$ cat src/rtl/mips_pkg.sv
`default_nettype none
// +----------------------------------------------------------------------+
// | mips_pkg: opcodes, datapath mux encodings and control FSM states     |
// | Rev 1.0                                                              |
// +----------------------------------------------------------------------+
package mips_pkg;

  localparam logic [5:0] OP_RTYPE = 6'h00;
  localparam logic [5:0] OP_J     = 6'h02;
  localparam logic [5:0] OP_BEQ   = 6'h04;
  localparam logic [5:0] OP_BNE   = 6'h05;
  localparam logic [5:0] OP_ADDI  = 6'h08;
  localparam logic [5:0] OP_LW    = 6'h23;
  localparam logic [5:0] OP_SW    = 6'h2B;

  localparam logic [1:0] ALU_ADD   = 2'b00;
  localparam logic [1:0] ALU_SUB   = 2'b01;
  localparam logic [1:0] ALU_FUNCT = 2'b10;

  localparam logic [1:0] PC_ALU    = 2'b00;
  localparam logic [1:0] PC_ALUOUT = 2'b01;
  localparam logic [1:0] PC_JUMP   = 2'b10;
  localparam logic [1:0] PC_TRAP   = 2'b11;

  localparam logic [1:0] SRCB_B       = 2'b00;
  localparam logic [1:0] SRCB_FOUR    = 2'b01;
  localparam logic [1:0] SRCB_IMM     = 2'b10;
  localparam logic [1:0] SRCB_IMM_SH2 = 2'b11;

  typedef enum logic [3:0] {
    S_IDLE      = 4'd0,
    S_FETCH     = 4'd1,
    S_DECODE    = 4'd2,
    S_MEM_ADDR  = 4'd3,
    S_MEM_READ  = 4'd4,
    S_MEM_WB    = 4'd5,
    S_MEM_WRITE = 4'd6,
    S_EXEC_R    = 4'd7,
    S_R_WB      = 4'd8,
    S_EXEC_I    = 4'd9,
    S_I_WB      = 4'd10,
    S_BRANCH    = 4'd11,
    S_JUMP      = 4'd12,
    S_TRAP      = 4'd13
  } state_t;

endpackage
`default_nettype wire

$ cat src/rtl/multicycle_control_if.sv
`default_nettype none
// +----------------------------------------------------------------------+
// | multicycle_control_if: control unit <-> datapath/memory signal group |
// | Rev 1.0                                                              |
// +----------------------------------------------------------------------+
interface multicycle_control_if;

  logic [5:0] instrn_opcode;
  logic       zero_out;
  logic       mem_ready;
  logic       mem_req;
  logic       mem_we;
  logic       iord;
  logic       ir_write_en;
  logic       pc_write_en;
  logic [1:0] pc_src;
  logic       alu_src_a;
  logic [1:0] alu_src_b;
  logic [1:0] alu_op;
  logic       reg_write_en;
  logic       reg_dst;
  logic       mem_to_reg;
  logic       instr_retired;
  logic       trap;
  logic       trap_cause;

  modport master (
    input  instrn_opcode, zero_out, mem_ready,
    output mem_req, mem_we, iord, ir_write_en, pc_write_en, pc_src,
           alu_src_a, alu_src_b, alu_op, reg_write_en, reg_dst,
           mem_to_reg, instr_retired, trap, trap_cause
  );

  modport slave (
    output instrn_opcode, zero_out, mem_ready,
    input  mem_req, mem_we, iord, ir_write_en, pc_write_en, pc_src,
           alu_src_a, alu_src_b, alu_op, reg_write_en, reg_dst,
           mem_to_reg, instr_retired, trap, trap_cause
  );

endinterface
`default_nettype wire

$ cat src/rtl/mem_wait_timer.sv
`default_nettype none
// +----------------------------------------------------------------------+
// | mem_wait_timer: counts unanswered memory cycles, flags the timeout   |
// | Rev 1.0                                                              |
// +----------------------------------------------------------------------+
module mem_wait_timer #(
  parameter int MEM_TIMEOUT = 16,
  parameter int TIMER_W     = 5
) (
  input  logic clk,
  input  logic rst,
  input  logic active,
  input  logic ready,
  output logic expired
);

  logic [TIMER_W-1:0] r_count;

  // Every exit from a memory state is via ready or expiry, so clearing on
  // those also gives a clean count on entry to the next memory state.
  always_ff @(posedge clk) begin
    if (rst || !active || ready || expired) begin
      r_count <= '0;
    end else begin
      r_count <= r_count + TIMER_W'(1);
    end
  end

  if (MEM_TIMEOUT > 0) begin : g_timeout
    localparam logic [TIMER_W-1:0] LIMIT = TIMER_W'(MEM_TIMEOUT - 1);
    assign expired = active && !ready && (r_count == LIMIT);
  end else begin : g_no_timeout
    assign expired = 1'b0;
  end

endmodule
`default_nettype wire

$ cat src/rtl/multicycle_control.sv
`default_nettype none
// +----------------------------------------------------------------------+
// | multicycle_control: Moore control FSM for the multicycle MIPS path   |
// | Rev 1.0                                                              |
// +----------------------------------------------------------------------+
module multicycle_control
  import mips_pkg::*;
#(
  parameter int ENABLE_ADDI = 1,
  parameter int ENABLE_BNE  = 1,
  parameter int MEM_TIMEOUT = 16,
  parameter int TIMER_W     = 5
) (
  input  logic                 clk,
  input  logic                 rst,
  multicycle_control_if.master bus
);

  state_t r_state;
  state_t w_next;
  logic   r_trap_cause;
  logic   w_in_mem;
  logic   w_expired;

  assign w_in_mem = (r_state == S_FETCH) || (r_state == S_MEM_READ) ||
                    (r_state == S_MEM_WRITE);

  mem_wait_timer #(
    .MEM_TIMEOUT (MEM_TIMEOUT),
    .TIMER_W     (TIMER_W)
  ) u_timer (
    .clk     (clk),
    .rst     (rst),
    .active  (w_in_mem),
    .ready   (bus.mem_ready),
    .expired (w_expired)
  );

  // Expiry is only possible in a memory state, so it alone tells the two
  // trap causes apart.
  always_ff @(posedge clk) begin
    if (rst) begin
      r_state      <= S_IDLE;
      r_trap_cause <= 1'b0;
    end else begin
      r_state <= w_next;
      if (w_next == S_TRAP) begin
        r_trap_cause <= w_expired;
      end
    end
  end

  assign bus.trap_cause = r_trap_cause;

  always_comb begin
    w_next            = r_state;
    bus.mem_req       = 1'b0;
    bus.mem_we        = 1'b0;
    bus.iord          = 1'b0;
    bus.ir_write_en   = 1'b0;
    bus.pc_write_en   = 1'b0;
    bus.pc_src        = PC_ALU;
    bus.alu_src_a     = 1'b0;
    bus.alu_src_b     = SRCB_B;
    bus.alu_op        = ALU_ADD;
    bus.reg_write_en  = 1'b0;
    bus.reg_dst       = 1'b0;
    bus.mem_to_reg    = 1'b0;
    bus.instr_retired = 1'b0;
    bus.trap          = 1'b0;

    unique case (r_state)
      S_IDLE: w_next = S_FETCH;
      S_FETCH: begin
        bus.mem_req     = 1'b1;
        bus.alu_src_b   = SRCB_FOUR;
        bus.ir_write_en = bus.mem_ready;
        bus.pc_write_en = bus.mem_ready;
        if (bus.mem_ready)   w_next = S_DECODE;
        else if (w_expired)  w_next = S_TRAP;
      end
      S_DECODE: begin
        bus.alu_src_b = SRCB_IMM_SH2;
        w_next        = S_TRAP;
        case (bus.instrn_opcode)
          OP_RTYPE:     w_next = S_EXEC_R;
          OP_LW, OP_SW: w_next = S_MEM_ADDR;
          OP_BEQ:       w_next = S_BRANCH;
          OP_BNE:       if (ENABLE_BNE != 0) w_next = S_BRANCH;
          OP_J:         w_next = S_JUMP;
          OP_ADDI:      if (ENABLE_ADDI != 0) w_next = S_EXEC_I;
          default:      w_next = S_TRAP;
        endcase
      end
      S_MEM_ADDR: begin
        bus.alu_src_a = 1'b1;
        bus.alu_src_b = SRCB_IMM;
        w_next = (bus.instrn_opcode == OP_LW) ? S_MEM_READ : S_MEM_WRITE;
      end
      S_MEM_READ: begin
        bus.mem_req = 1'b1;
        bus.iord    = 1'b1;
        if (bus.mem_ready)  w_next = S_MEM_WB;
        else if (w_expired) w_next = S_TRAP;
      end
      S_MEM_WB: begin
        bus.reg_write_en  = 1'b1;
        bus.mem_to_reg    = 1'b1;
        bus.instr_retired = 1'b1;
        w_next            = S_FETCH;
      end
      S_MEM_WRITE: begin
        bus.mem_req       = 1'b1;
        bus.mem_we        = 1'b1;
        bus.iord          = 1'b1;
        bus.instr_retired = bus.mem_ready;
        if (bus.mem_ready)  w_next = S_FETCH;
        else if (w_expired) w_next = S_TRAP;
      end
      S_EXEC_R: begin
        bus.alu_src_a = 1'b1;
        bus.alu_op    = ALU_FUNCT;
        w_next        = S_R_WB;
      end
      S_R_WB: begin
        bus.reg_write_en  = 1'b1;
        bus.reg_dst       = 1'b1;
        bus.instr_retired = 1'b1;
        w_next            = S_FETCH;
      end
      S_EXEC_I: begin
        bus.alu_src_a = 1'b1;
        bus.alu_src_b = SRCB_IMM;
        w_next        = S_I_WB;
      end
      S_I_WB: begin
        bus.reg_write_en  = 1'b1;
        bus.instr_retired = 1'b1;
        w_next            = S_FETCH;
      end
      S_BRANCH: begin
        bus.alu_src_a     = 1'b1;
        bus.alu_op        = ALU_SUB;
        bus.pc_src        = PC_ALUOUT;
        bus.instr_retired = 1'b1;
        bus.pc_write_en   = (bus.instrn_opcode == OP_BNE) ? !bus.zero_out : bus.zero_out;
        w_next            = S_FETCH;
      end
      S_JUMP: begin
        bus.pc_write_en   = 1'b1;
        bus.pc_src        = PC_JUMP;
        bus.instr_retired = 1'b1;
        w_next            = S_FETCH;
      end
      S_TRAP: begin
        bus.pc_write_en = 1'b1;
        bus.pc_src      = PC_TRAP;
        bus.trap        = 1'b1;
        w_next          = S_FETCH;
      end
      default: w_next = S_IDLE;
    endcase
  end

endmodule
`default_nettype wire

$ cat src/flat_wrapper.sv
// flat-port wrapper written by rule: the top's interface ports become plain ports
module multicycle_control_flat import mips_pkg::*;
#(
  parameter int ENABLE_ADDI = 1,
  parameter int ENABLE_BNE  = 1,
  parameter int MEM_TIMEOUT = 16,
  parameter int TIMER_W     = 5
)
  (clk, rst, bus_instrn_opcode, bus_zero_out, bus_mem_ready, bus_mem_req, bus_mem_we, bus_iord, bus_ir_write_en, bus_pc_write_en, bus_pc_src, bus_alu_src_a, bus_alu_src_b, bus_alu_op, bus_reg_write_en, bus_reg_dst, bus_mem_to_reg, bus_instr_retired, bus_trap, bus_trap_cause);
  multicycle_control_if bus_i ();
  input  logic clk;
  input  logic rst;
  input wire logic [$bits(bus_i.instrn_opcode)-1:0] bus_instrn_opcode;
  input wire logic [$bits(bus_i.zero_out)-1:0] bus_zero_out;
  input wire logic [$bits(bus_i.mem_ready)-1:0] bus_mem_ready;
  output wire logic [$bits(bus_i.mem_req)-1:0] bus_mem_req;
  output wire logic [$bits(bus_i.mem_we)-1:0] bus_mem_we;
  output wire logic [$bits(bus_i.iord)-1:0] bus_iord;
  output wire logic [$bits(bus_i.ir_write_en)-1:0] bus_ir_write_en;
  output wire logic [$bits(bus_i.pc_write_en)-1:0] bus_pc_write_en;
  output wire logic [$bits(bus_i.pc_src)-1:0] bus_pc_src;
  output wire logic [$bits(bus_i.alu_src_a)-1:0] bus_alu_src_a;
  output wire logic [$bits(bus_i.alu_src_b)-1:0] bus_alu_src_b;
  output wire logic [$bits(bus_i.alu_op)-1:0] bus_alu_op;
  output wire logic [$bits(bus_i.reg_write_en)-1:0] bus_reg_write_en;
  output wire logic [$bits(bus_i.reg_dst)-1:0] bus_reg_dst;
  output wire logic [$bits(bus_i.mem_to_reg)-1:0] bus_mem_to_reg;
  output wire logic [$bits(bus_i.instr_retired)-1:0] bus_instr_retired;
  output wire logic [$bits(bus_i.trap)-1:0] bus_trap;
  output wire logic [$bits(bus_i.trap_cause)-1:0] bus_trap_cause;
  assign bus_i.instrn_opcode = bus_instrn_opcode;
  assign bus_i.zero_out = bus_zero_out;
  assign bus_i.mem_ready = bus_mem_ready;
  assign bus_mem_req = bus_i.mem_req;
  assign bus_mem_we = bus_i.mem_we;
  assign bus_iord = bus_i.iord;
  assign bus_ir_write_en = bus_i.ir_write_en;
  assign bus_pc_write_en = bus_i.pc_write_en;
  assign bus_pc_src = bus_i.pc_src;
  assign bus_alu_src_a = bus_i.alu_src_a;
  assign bus_alu_src_b = bus_i.alu_src_b;
  assign bus_alu_op = bus_i.alu_op;
  assign bus_reg_write_en = bus_i.reg_write_en;
  assign bus_reg_dst = bus_i.reg_dst;
  assign bus_mem_to_reg = bus_i.mem_to_reg;
  assign bus_instr_retired = bus_i.instr_retired;
  assign bus_trap = bus_i.trap;
  assign bus_trap_cause = bus_i.trap_cause;
  multicycle_control #(.ENABLE_ADDI(ENABLE_ADDI), .ENABLE_BNE(ENABLE_BNE), .MEM_TIMEOUT(MEM_TIMEOUT), .TIMER_W(TIMER_W)) u_core (.clk(clk), .rst(rst), .bus(bus_i));
endmodule
$ cat config.mk
export PLATFORM = sky130hd
export DESIGN_NAME = multicycle_control_flat
export DESIGN_NICKNAME = d
export VERILOG_FILES = /design/src/rtl/mips_pkg.sv /design/src/rtl/multicycle_control_if.sv /design/src/rtl/mem_wait_timer.sv /design/src/rtl/multicycle_control.sv /design/src/flat_wrapper.sv
export SDC_FILE = /design/constraint.sdc
export NUM_CORES = 1
export LEC_CHECK = 0
export CORE_MARGIN = 3
export CORE_UTILIZATION = 41
export CTS_CLUSTER_SIZE = 24
export DETAILED_ROUTE_END_ITERATION = 6
export PLACE_DENSITY = 0.86
export REMOVE_ABC_BUFFERS = 1
export SYNTH_ARGS = -nofsm -noshare
export SYNTH_HDL_FRONTEND = slang
export SYNTH_SLANG_ARGS = --single-unit
$ cat constraint.sdc
create_clock -name clk -period 1.5 [get_ports clk]
set_input_delay 0.15 -clock clk [delete_from_list [all_inputs] [get_ports clk]]
set_output_delay 0.15 -clock clk [all_outputs]
set_load 0.005 [all_outputs]
Word level (Yosys, flattened, before mapping)
Index checks and enable logic that the tools add are counted.
{"block": "word_totals", "word_cells": 69, "out_inout_bits": 18, "in_bits": 10, "regBits": 10}
{"block": "classes", "eq_ne": 21, "n_addsub": 1, "muxes": 22, "reduce_logical": 22}
{"operator": "4-bit one-hot mux with 8 select lines", "n": 1}
{"operator": "4-bit equality test, second input constant", "n": 7}
{"operator": "4-bit one-hot mux with 5 select lines", "n": 1}
{"operator": "4-bit by 3-bit equality test with 1-bit output, second input constant", "n": 4}
{"operator": "4-bit 2-to-1 mux", "n": 4}
{"operator": "6-bit by 3-bit equality test with 1-bit output, second input constant", "n": 2}
{"operator": "6-bit equality test, second input constant", "n": 2}
{"operator": "2-bit one-hot mux with 3 select lines", "n": 2}
{"operator": "1-bit 2-to-1 mux", "n": 10}
{"operator": "2-bit OR reduction", "n": 5}
{"operator": "4-bit by 2-bit equality test with 1-bit output, second input constant", "n": 2}
{"operator": "7-bit OR reduction", "n": 1}
{"operator": "6-bit by 2-bit equality test with 1-bit output, second input constant", "n": 1}
{"operator": "6-bit by 4-bit equality test with 1-bit output, second input constant", "n": 1}
{"operator": "6-bit logical NOT", "n": 1}
{"operator": "3-bit OR reduction", "n": 2}
{"operator": "5-bit by 1-bit adder with 5-bit output, second input constant", "n": 1}
{"operator": "5-bit by 4-bit equality test with 1-bit output, second input constant", "n": 1}
{"operator": "1-bit logical OR", "n": 5}
{"operator": "5-bit OR reduction", "n": 1}
{"operator": "4-bit by 1-bit equality test with 1-bit output, second input constant", "n": 1}
{"operator": "4-bit logical NOT", "n": 1}
{"operator": "2-bit one-hot mux with 2 select lines", "n": 1}
{"operator": "4-bit OR reduction", "n": 1}
{"operator": "other kinds (5)", "n": 8}

Logic depth before layout (Yosys ltp)
Gate-level depths: netlist (run 1).
{"block": "depth", "ltp_word": 9, "depth_mapped": 8, "depth_no_buf": 8}

Hierarchy
Synthesis (run 1) repeated with hierarchy kept, for this count alone.
{"block": "hier_totals", "hier_cells": 115, "area_unflattened_um2": 885.8}
{"module": "multicycle_control", "area_each_um2": 681.9, "instances": 1, "cells_each": 95}
{"module": "mem_wait_timer", "area_each_um2": 203.9, "instances": 1, "cells_each": 20}

Least setup slack after synthesis (run 1)
No wires, ideal clock.
{"block": "synth_timing", "path_type": "flip-flop to flip-flop", "startpoint": "reg u_core.u_timer.r_count[0]", "endpoint": "reg u_core.r_trap_cause, in the netlist u_core.bus.trap_cause", "setup_slack_ns": -0.192, "arrival_time_ns": 1.566, "path_buffers": 0, "period_less_slack_ns": 1.692, "path_stages_with_launch": 9, "setup_ns": 0.127, "cell_sequence": "dfxtp_1 -> ha_1 -> and3_1 -> ha_1 -> nor2b_1 -> o21ba_1 -> a211oi_2 -> o41ai_1 -> nand2_1"}
{"block": "synth_between", "elab_chain_cells": 6, "elab_cells_between_ends": 8, "cone_classes": "2 x eq/ne; 5 x mux; 1 x reduce/logical"}
{"item": "start: declaration", "line_no": "mem_wait_timer.sv:17", "source": "logic [TIMER_W-1:0] r_count;"}
{"item": "start signal: assignment", "line_no": "mem_wait_timer.sv:25", "source": "r_count <= r_count + TIMER_W'(1);"}
{"item": "5-bit by 4-bit equality test with 1-bit output (*)", "line_no": "mem_wait_timer.sv:31", "source": "assign expired = active && !ready && (r_count == LIMIT);"}
{"item": "1-bit logical AND (*)", "line_no": "mem_wait_timer.sv:31"}
{"item": "4-bit 2-to-1 mux", "line_no": "multicycle_control.sv:80, multicycle_control.sv:104, multicycle_control.sv:118"}
{"item": "4-bit 2-to-1 mux (on tied branches)", "line_no": "multicycle_control.sv:117, multicycle_control.sv:79, multicycle_control.sv:103"}
{"item": "4-bit one-hot mux with 8 select lines", "line_no": "multicycle_control.sv:72", "source": "unique case (r_state)"}
{"item": "4-bit equality test", "line_no": "multicycle_control.sv:47", "source": "if (w_next == S_TRAP) begin"}
{"item": "end signal: assignment", "line_no": "multicycle_control.sv:48", "source": "r_trap_cause <= w_expired;"}
{"item": "end: declaration", "line_no": "multicycle_control.sv:21", "source": "logic r_trap_cause;"}
Mark *: on every way between the ends. The rest lies on a longest branch, timed or not.
A chain may end at the register's enable or synchronous reset.

Worst setup path after layout (run 1)
{"block": "layout_timing", "startpoint": "reg u_core.r_state[1]", "endpoint": "reg u_core.r_trap_cause, in the netlist u_core.bus.trap_cause"}
{"block": "layout_between", "elab_chain_cells": 9, "elab_cells_between_ends": 25, "cone_classes": "14 x eq/ne; 5 x mux; 6 x reduce/logical"}
{"item": "start: declaration", "line_no": "multicycle_control.sv:19", "source": "state_t r_state;"}
{"item": "start signal: assignment", "line_no": "multicycle_control.sv:46", "source": "r_state <= w_next;"}
{"item": "4-bit by 1-bit equality test with 1-bit output or 4-bit by 3-bit equality test with 1-bit output (tied branches)", "line_no": "multicycle_control.sv:25, multicycle_control.sv:72"}
{"item": "1-bit logical OR (2 in a row)", "line_no": "multicycle_control.sv:25", "source": "assign w_in_mem = (r_state == S_FETCH) || (r_state == S_MEM_READ) ||"}
{"item": "1-bit logical AND (2 in a row)", "line_no": "mem_wait_timer.sv:31"}
{"item": "4-bit 2-to-1 mux", "line_no": "multicycle_control.sv:80, multicycle_control.sv:104, multicycle_control.sv:118"}
{"item": "4-bit 2-to-1 mux (on tied branches)", "line_no": "multicycle_control.sv:117, multicycle_control.sv:79, multicycle_control.sv:103"}
{"item": "4-bit one-hot mux with 8 select lines", "line_no": "multicycle_control.sv:72"}
{"item": "4-bit equality test", "line_no": "multicycle_control.sv:47"}
Several ways; a longest one is shown, not always the timed one.

==> flow_summary.toml, run 1 <==
[status]
outcome = "finished, violations left"
violations = "setup timing"

[worst_setup_path]
timing.rr.end = "u_core.bus.trap_cause"
required_ns = 1.65
reg2reg_depth = 6
start_kind = "flop"
crit_fanout = 5
crit_start = "u_core.r_state[1]"
rrSetupSlack_ns = -0.21
arrival_ns = 1.87
critPathCaptureType = "flop"
rr_startpoint = "u_core.r_state[1]"
path_class = "reg -> reg"

[timing]
slew_violations = 0
setup_ws_ns = -0.214
skew_ns = 0.00518
slew_headroom_pct = 78.5
fmax_mhz = 583
setup_viol = 17
tightest_slew_ns = 0.320
min_period_ns = 1.71
hold_slack_ns = 0.522
hold_viol = 0
fin_crit_sh_pct = 114
rsz0062_at_grt = "yes"

[synth]
synth_area_leaders = "dfxtp_1, nor2_1, a21oi_1"
yosysSeqAreaShare_pct = 21.9
yosys_warnings = 0
synth_edf_count = 0
postSynth.asyncResetShare_pct = 0
synth_ff_type = "dfxtp_1"
ys_ff_latch = 10
avgSynthCellArea_um2 = 7.93
netlist_area_um2 = 912
synth_cell_types = 50
netlist_instances = 115
yosys.area.top_type = "dfxtp_1"
netlist.area_leader.share_pct = 21.9

[route]
detail_route.first_pass.iterations = 4
vias_per_cell = 5.59
route.detailed.drc = 0
wl_um = 3470
drt-initial-drc-count = 28
wl_per_cell_um = 15.9
vias = 1219
ant_nets = 0

[clock_network]
clock_latency_ns = 0.27
clkTransAtPathRegs_ns = 0.07
cts_buffers = 3
cts_tree = "yes"
clock-sinks = 10
cts_buffer_depth = 2
htree_levels = 1
cts_hold_buf = 0
cts_root_buffer = "clkbuf_4"

[flow_run]
drv_cap = 0

[pwr]
power_density_mw_per_mm2 = 909
p_leak_nw = 0.769
power_mw = 1.59
ir_drop_v = 0.000987

[global_routing]
grt_pass1_vias = 1214
grt_start_max_net_pins = 15
track_usage_pct = 25.5
grt_pass1_wl_um = 5420
antenna_found_initial = 0
grt_overflow = 0

[layout]
syn_to_final_growth_pct = 92.2
diodes = 0
fin_nets = 204
drive_above_1_share_pct = 60.2

[die]
start_util_pct = 44.7
io_pins = 28
dieArea_mm2 = 0.00283
die_w_um = 53.2
core.rowCount = 16
die_y_um = 53.2
core_mm2 = 0.00204

[placement]
port_buffers = 27
place_congestion = 0.789
dp_hpwl_um = 2090

[min_path]
worstHoldEndpoint = "u_core.u_timer.r_count[0]"
hold_class = "reg -> reg"
hold_start = "u_core.u_timer.r_count[0]"
min_delay_path_depth = 2
## layout make-up
class | instances | area [µm²]
fill | 104 | 289
clock buffer | 4 | 36.3
inverter | 5 | 21.3
multi-input combinational | 94 | 832
timing repair buffer | 78 | 612
sequential | 10 | 218
tap | 27 | 33.8
## power breakdown
| part | internal [mW] | leakage, nW | switching, mW |
|---|---|---|---|
| Clock | 0.148 | 0.0210 | 0.0957 |
| Combinational | 0.542 | 0.664 | 0.464 |
| Sequential | 0.300 | 0.0850 | 0.0455 |
## critical path: stages (launching register included)
cell and delay (ns):
dfxtp_4 0.37, or3b_4 0.41, buf_6 0.14, o22ai_2 0.16
a211oi_2 0.11, o41ai_2 0.32, nand2_1 0.08
## cell families after synthesis
group / synth area share [%]
xor gates and xnor gates: 3.84
buffers and inverters: 7.13
adders and majority gates: 2.74
muxes: 3.43
DFF: 21.9
and+or+nand+nor: 32.9
AOI/OAI and AO/OA: 28.0
## registers in the layout (all words and copies together), names as in the netlist
register	flops
u_core.r_state	4
u_core.bus.trap_cause	1
u_core.u_timer.r_count	5
## repair_timing
action,CTS,global route
gates resized for setup,92,34
setup endpoints to repair,27,24
buffers inserted,14,6
pin swaps,19,18
## metrics by stage
step	TNS [ns]	cells	cell area (µm²)	util, %	setup slack (ns)
floorplan	-1.23	109	866	-	-0.280
global placement	-2.68	196	1420	69.4	-0.460
detailed placement	-3.35	196	1420	69.4	-0.509
CTS	-1.45	214	1680	82.4	-0.227
global route	-2.80	218	1750	85.8	-0.265
finish	-1.68	218	1750	85.8	-0.214
## routing by layer
layer | part of all wire [%] | global-route usage (%)
met1 | 38 | 27.1
met2 | 54 | 51.9
met3 | 6.1 | 3.10
met4 | 1.8 | 5.53
met5 | 0 | 0
## cell usage after synthesis, types with 2 or more instances
| master | count |
|---|---|
| ha_1 | 2 |
| nand2b_1 | 3 |
| a211oi_2 | 2 |
| nor3b_1 | 4 |
| mux2i_1 | 2 |
| o22ai_1 | 2 |
| buf_6 | 3 |
| nand2_1 | 6 |
| nor2_1 | 17 |
| o21ai_0 | 3 |
| dfxtp_1 | 10 |
| xnor2_1 | 3 |
| a21oi_1 | 7 |
| clkbuf_1 | 2 |
| and3_1 | 4 |
| nor2b_1 | 4 |
| nor3_1 | 5 |
| inv_1 | 4 |
## worst max path at each step
stage | end | depth (start not counted)
floorplan | u_core.bus.trap_cause | 5
global placement | bus_pc_write_en | 7
detailed placement | u_core.bus.trap_cause | 7
CTS | u_core.bus.trap_cause | 9
global route | u_core.bus.trap_cause | 9
finish | u_core.bus.trap_cause | 6
## layout by cell type, fill, tap and decap left out, types with 3 or more instances in the layout
cell type	netlist	routed
a21oi_1	7	5
and3_4	0	3
buf_2	1	9
buf_4	0	41
buf_6	3	10
clkbuf_2	0	5
clkbuf_4	0	3
clkdlybuf4s50_1	0	5
dfxtp_1	10	4
dfxtp_4	0	4
dlygate4sd2_1	0	7
inv_1	4	3
nand2_2	0	3
nand2b_1	3	3
nor2_1	17	11
nor2_2	0	3
nor2_4	0	3
nor3_2	0	3
nor3b_1	4	3
xnor2_1	3	3
No activity file was read; power rests on OpenSTA's default activity.
==> run 2: changes to the inputs <==
CORE_UTILIZATION = 45   (was 41)
PLACE_DENSITY = 0.89   (was 0.86)
clock period = 2.1 ns   (was 1.5 ns; I/O delays follow)
==> run 2 against run 1 <==
  * The run now ends clean
  * Register-to-register slack improved by 0.36 ns
  * Core utilization decreased by 16 points
  * Global-route usage fell by 6.0 points
  * Flip-flop and latch count stayed put
  * Final area fell by 27%
  * Wire length fell by 33%
==> flow_summary.toml, run 2 (synthesis results as in run 1) <==
[status]
outcome = "finished, final reports clean"

[layout]
fin_nets = 162
mostFrequentLayoutCells = "clkdlybuf4s50_1, nor2_1, buf_4"
diodes = 0
fillers = 151
final_cell_area_mm2 = 0.00128
largest_register_ff_count = 5
top_register = "u_core.u_timer.r_count"
syn_to_final_growth_pct = 40.1
final_common_cell = "clkdlybuf4s50_1"
drive_above_1_share_pct = 20.3

[route]
detail_route.first_pass.iterations = 4
drt-initial-drc-count = 35
wl_per_cell_um = 13.5
route.detailed.drc = 0
ant_nets = 0
vias_per_cell = 5.61
vias = 971
wl_um = 2330

[global_routing]
grt_start_max_net_pins = 17
track_usage_pct = 19.5
antenna_found_initial = 0
grt_pass1_wl_um = 3820
grt_overflow = 0
grt_pass1_vias = 860

[timing]
setup_viol = 0
fin_crit_sh_pct = 95.6
min_period_ns = 2.01
tightest_slew_ns = 0.315
fmax_mhz = 498
rsz0062_at_grt = "yes"
slew_violations = 0
setup_ws_ns = 0.0926
hold_slack_ns = 0.476
slew_headroom_pct = 78.8
setup_tns_ns = 0
skew_ns = 0.00318
hold_viol = 0

[placement]
port_buffers = 27
placed_area_mm2 = 0.00123
dp_slack_ns = -0.0605
place_congestion = 0.791
dp_hpwl_um = 1820

[worst_setup_path]
crit_fanout = 11
required_ns = 1.89
rr_startpoint = "u_core.u_timer.r_count[0]"
cp_cell_sequence = "inv_2 -> nand2_1 -> nor3b_4 -> a21oi_1 -> o21ai_0 -> clkdlybuf4s50_1"
timing.rr.end = "u_core.bus.trap_cause"
critPathMaxStageDelay_ns = 0.53
rrSetupSlack_ns = 0.15
arrival_ns = 1.80
reg2reg_depth = 8
start_kind = "flop"
cpLargestDelayFamily = "buffers and inverters"
path_class = "reg -> out"
cpMaxStageDelayCell = "clkdlybuf4s50_1"
critPathCaptureType = "output pin"
timing.critical_path.buf_inv = 2

[die]
core_mm2 = 0.00182
io_pins = 28
core.rowCount = 15
start_util_pct = 50.1
die_w_um = 51.0
die_y_um = 51.0
dieArea_mm2 = 0.00260

[clock_network]
cts_tree = "yes"
clock-sinks = 10
clock_latency_ns = 0.26
clkTransAtPathRegs_ns = 0.06
cts_buffer_depth = 2
htree_levels = 1
cts_root_buffer = "clkbuf_4"
cts_hold_buf = 0
cts_buffers = 3

[min_path]
hold_start = "u_core.u_timer.r_count[0]"
min_delay_path_depth = 1
hold_class = "reg -> reg"
worstHoldEndpoint = "u_core.u_timer.r_count[0]"

[pwr]
power_density_mw_per_mm2 = 632
p_leak_nw = 0.497
ir_drop_v = 0.000483
power_uw = 808

[flow_run]
drv_cap = 0
[run 2: cell count changes in the layout (fill, tap and decap cells not counted), moves of 3 or more]
cell,delta
buf_4,-32
nor2_1,+6
buf_6,-10
nor2_4,-3
nand2_1,+4
nor2_2,-3
and3_4,-3
nand2_2,-3
buf_2,-9
dlygate4sd2_1,-6
clkbuf_2,-5
dfxtp_4,-4
and3_1,+3
clkdlybuf4s50_1,+21
[run 2: layout make-up]
class	instances	area, µm²	area share (%)
multi-input cells	94	663	51.9
well taps	25	31.3	2.45
repair buffers	36	337	26.3
flip-flops and latches	10	205	16.1
inverters	5	18.8	1.47
clock buffers	3	22.5	1.76
[run 2: repair_timing]
item                       in CTS  in global routing
cloned                          0                  0
hold endpoints to repair        0                  0
buffers inserted                1                  0
resized for setup               5                  4
setup endpoints to repair       6                  6
pin swaps                       1                  0
[run 2: metal layers]
metal / vias up / global-route usage [%] / share of wire [%]
li1: 494 / - / -
met1: 439 / 22.4 / 42
met2: 33 / 34.3 / 51
met3: 5 / 3.50 / 5.6
met4: 0 / 9.42 / 1.3
met5: - / 0 / 0
[run 2: worst max path at each step]
stage | cells past startpoint | slack (ns) | to | startpoint
floorplan | 5 | 0.32 | u_core.bus.trap_cause | u_core.r_state[0]
global route | 6 | -0.04 | bus_instr_retired | u_core.r_state[1]
detailed placement | 7 | -0.06 | bus_pc_write_en | bus_instrn_opcode[1]
finish | 6 | 0.09 | bus_instr_retired | u_core.r_state[1]
global placement | 7 | -0.01 | bus_pc_write_en | bus_instrn_opcode[1]
CTS | 6 | -0.001 | bus_instr_retired | u_core.r_state[1]
[run 2: power breakdown]
part	switching [mW]	total [mW]	internal [mW]
clock	0.0578	0.124	0.0658
sequential	0.0475	0.258	0.211
combinational	0.195	0.426	0.230
total	0.301	0.808	0.507
[run 2: worst reg2reg max path, delay by kind of cell, from the launching register on]
kind | cells | cell delay [ns]
AO/OA/AOI/OAI | 3 | 0.53
flip-flops | 1 | 0.36
adder cells (fa/ha/maj) | 2 | 0.42
AND/OR/NAND/NOR | 3 | 0.53
[run 2: through the flow]
step / util (%) / cells
after detailed placement: 67.4 / 169
after global placement: 67.4 / 169
after global routing: 70.2 / 173
final: 70.2 / 173
after floorplan: - / 109
after CTS: 69.6 / 173
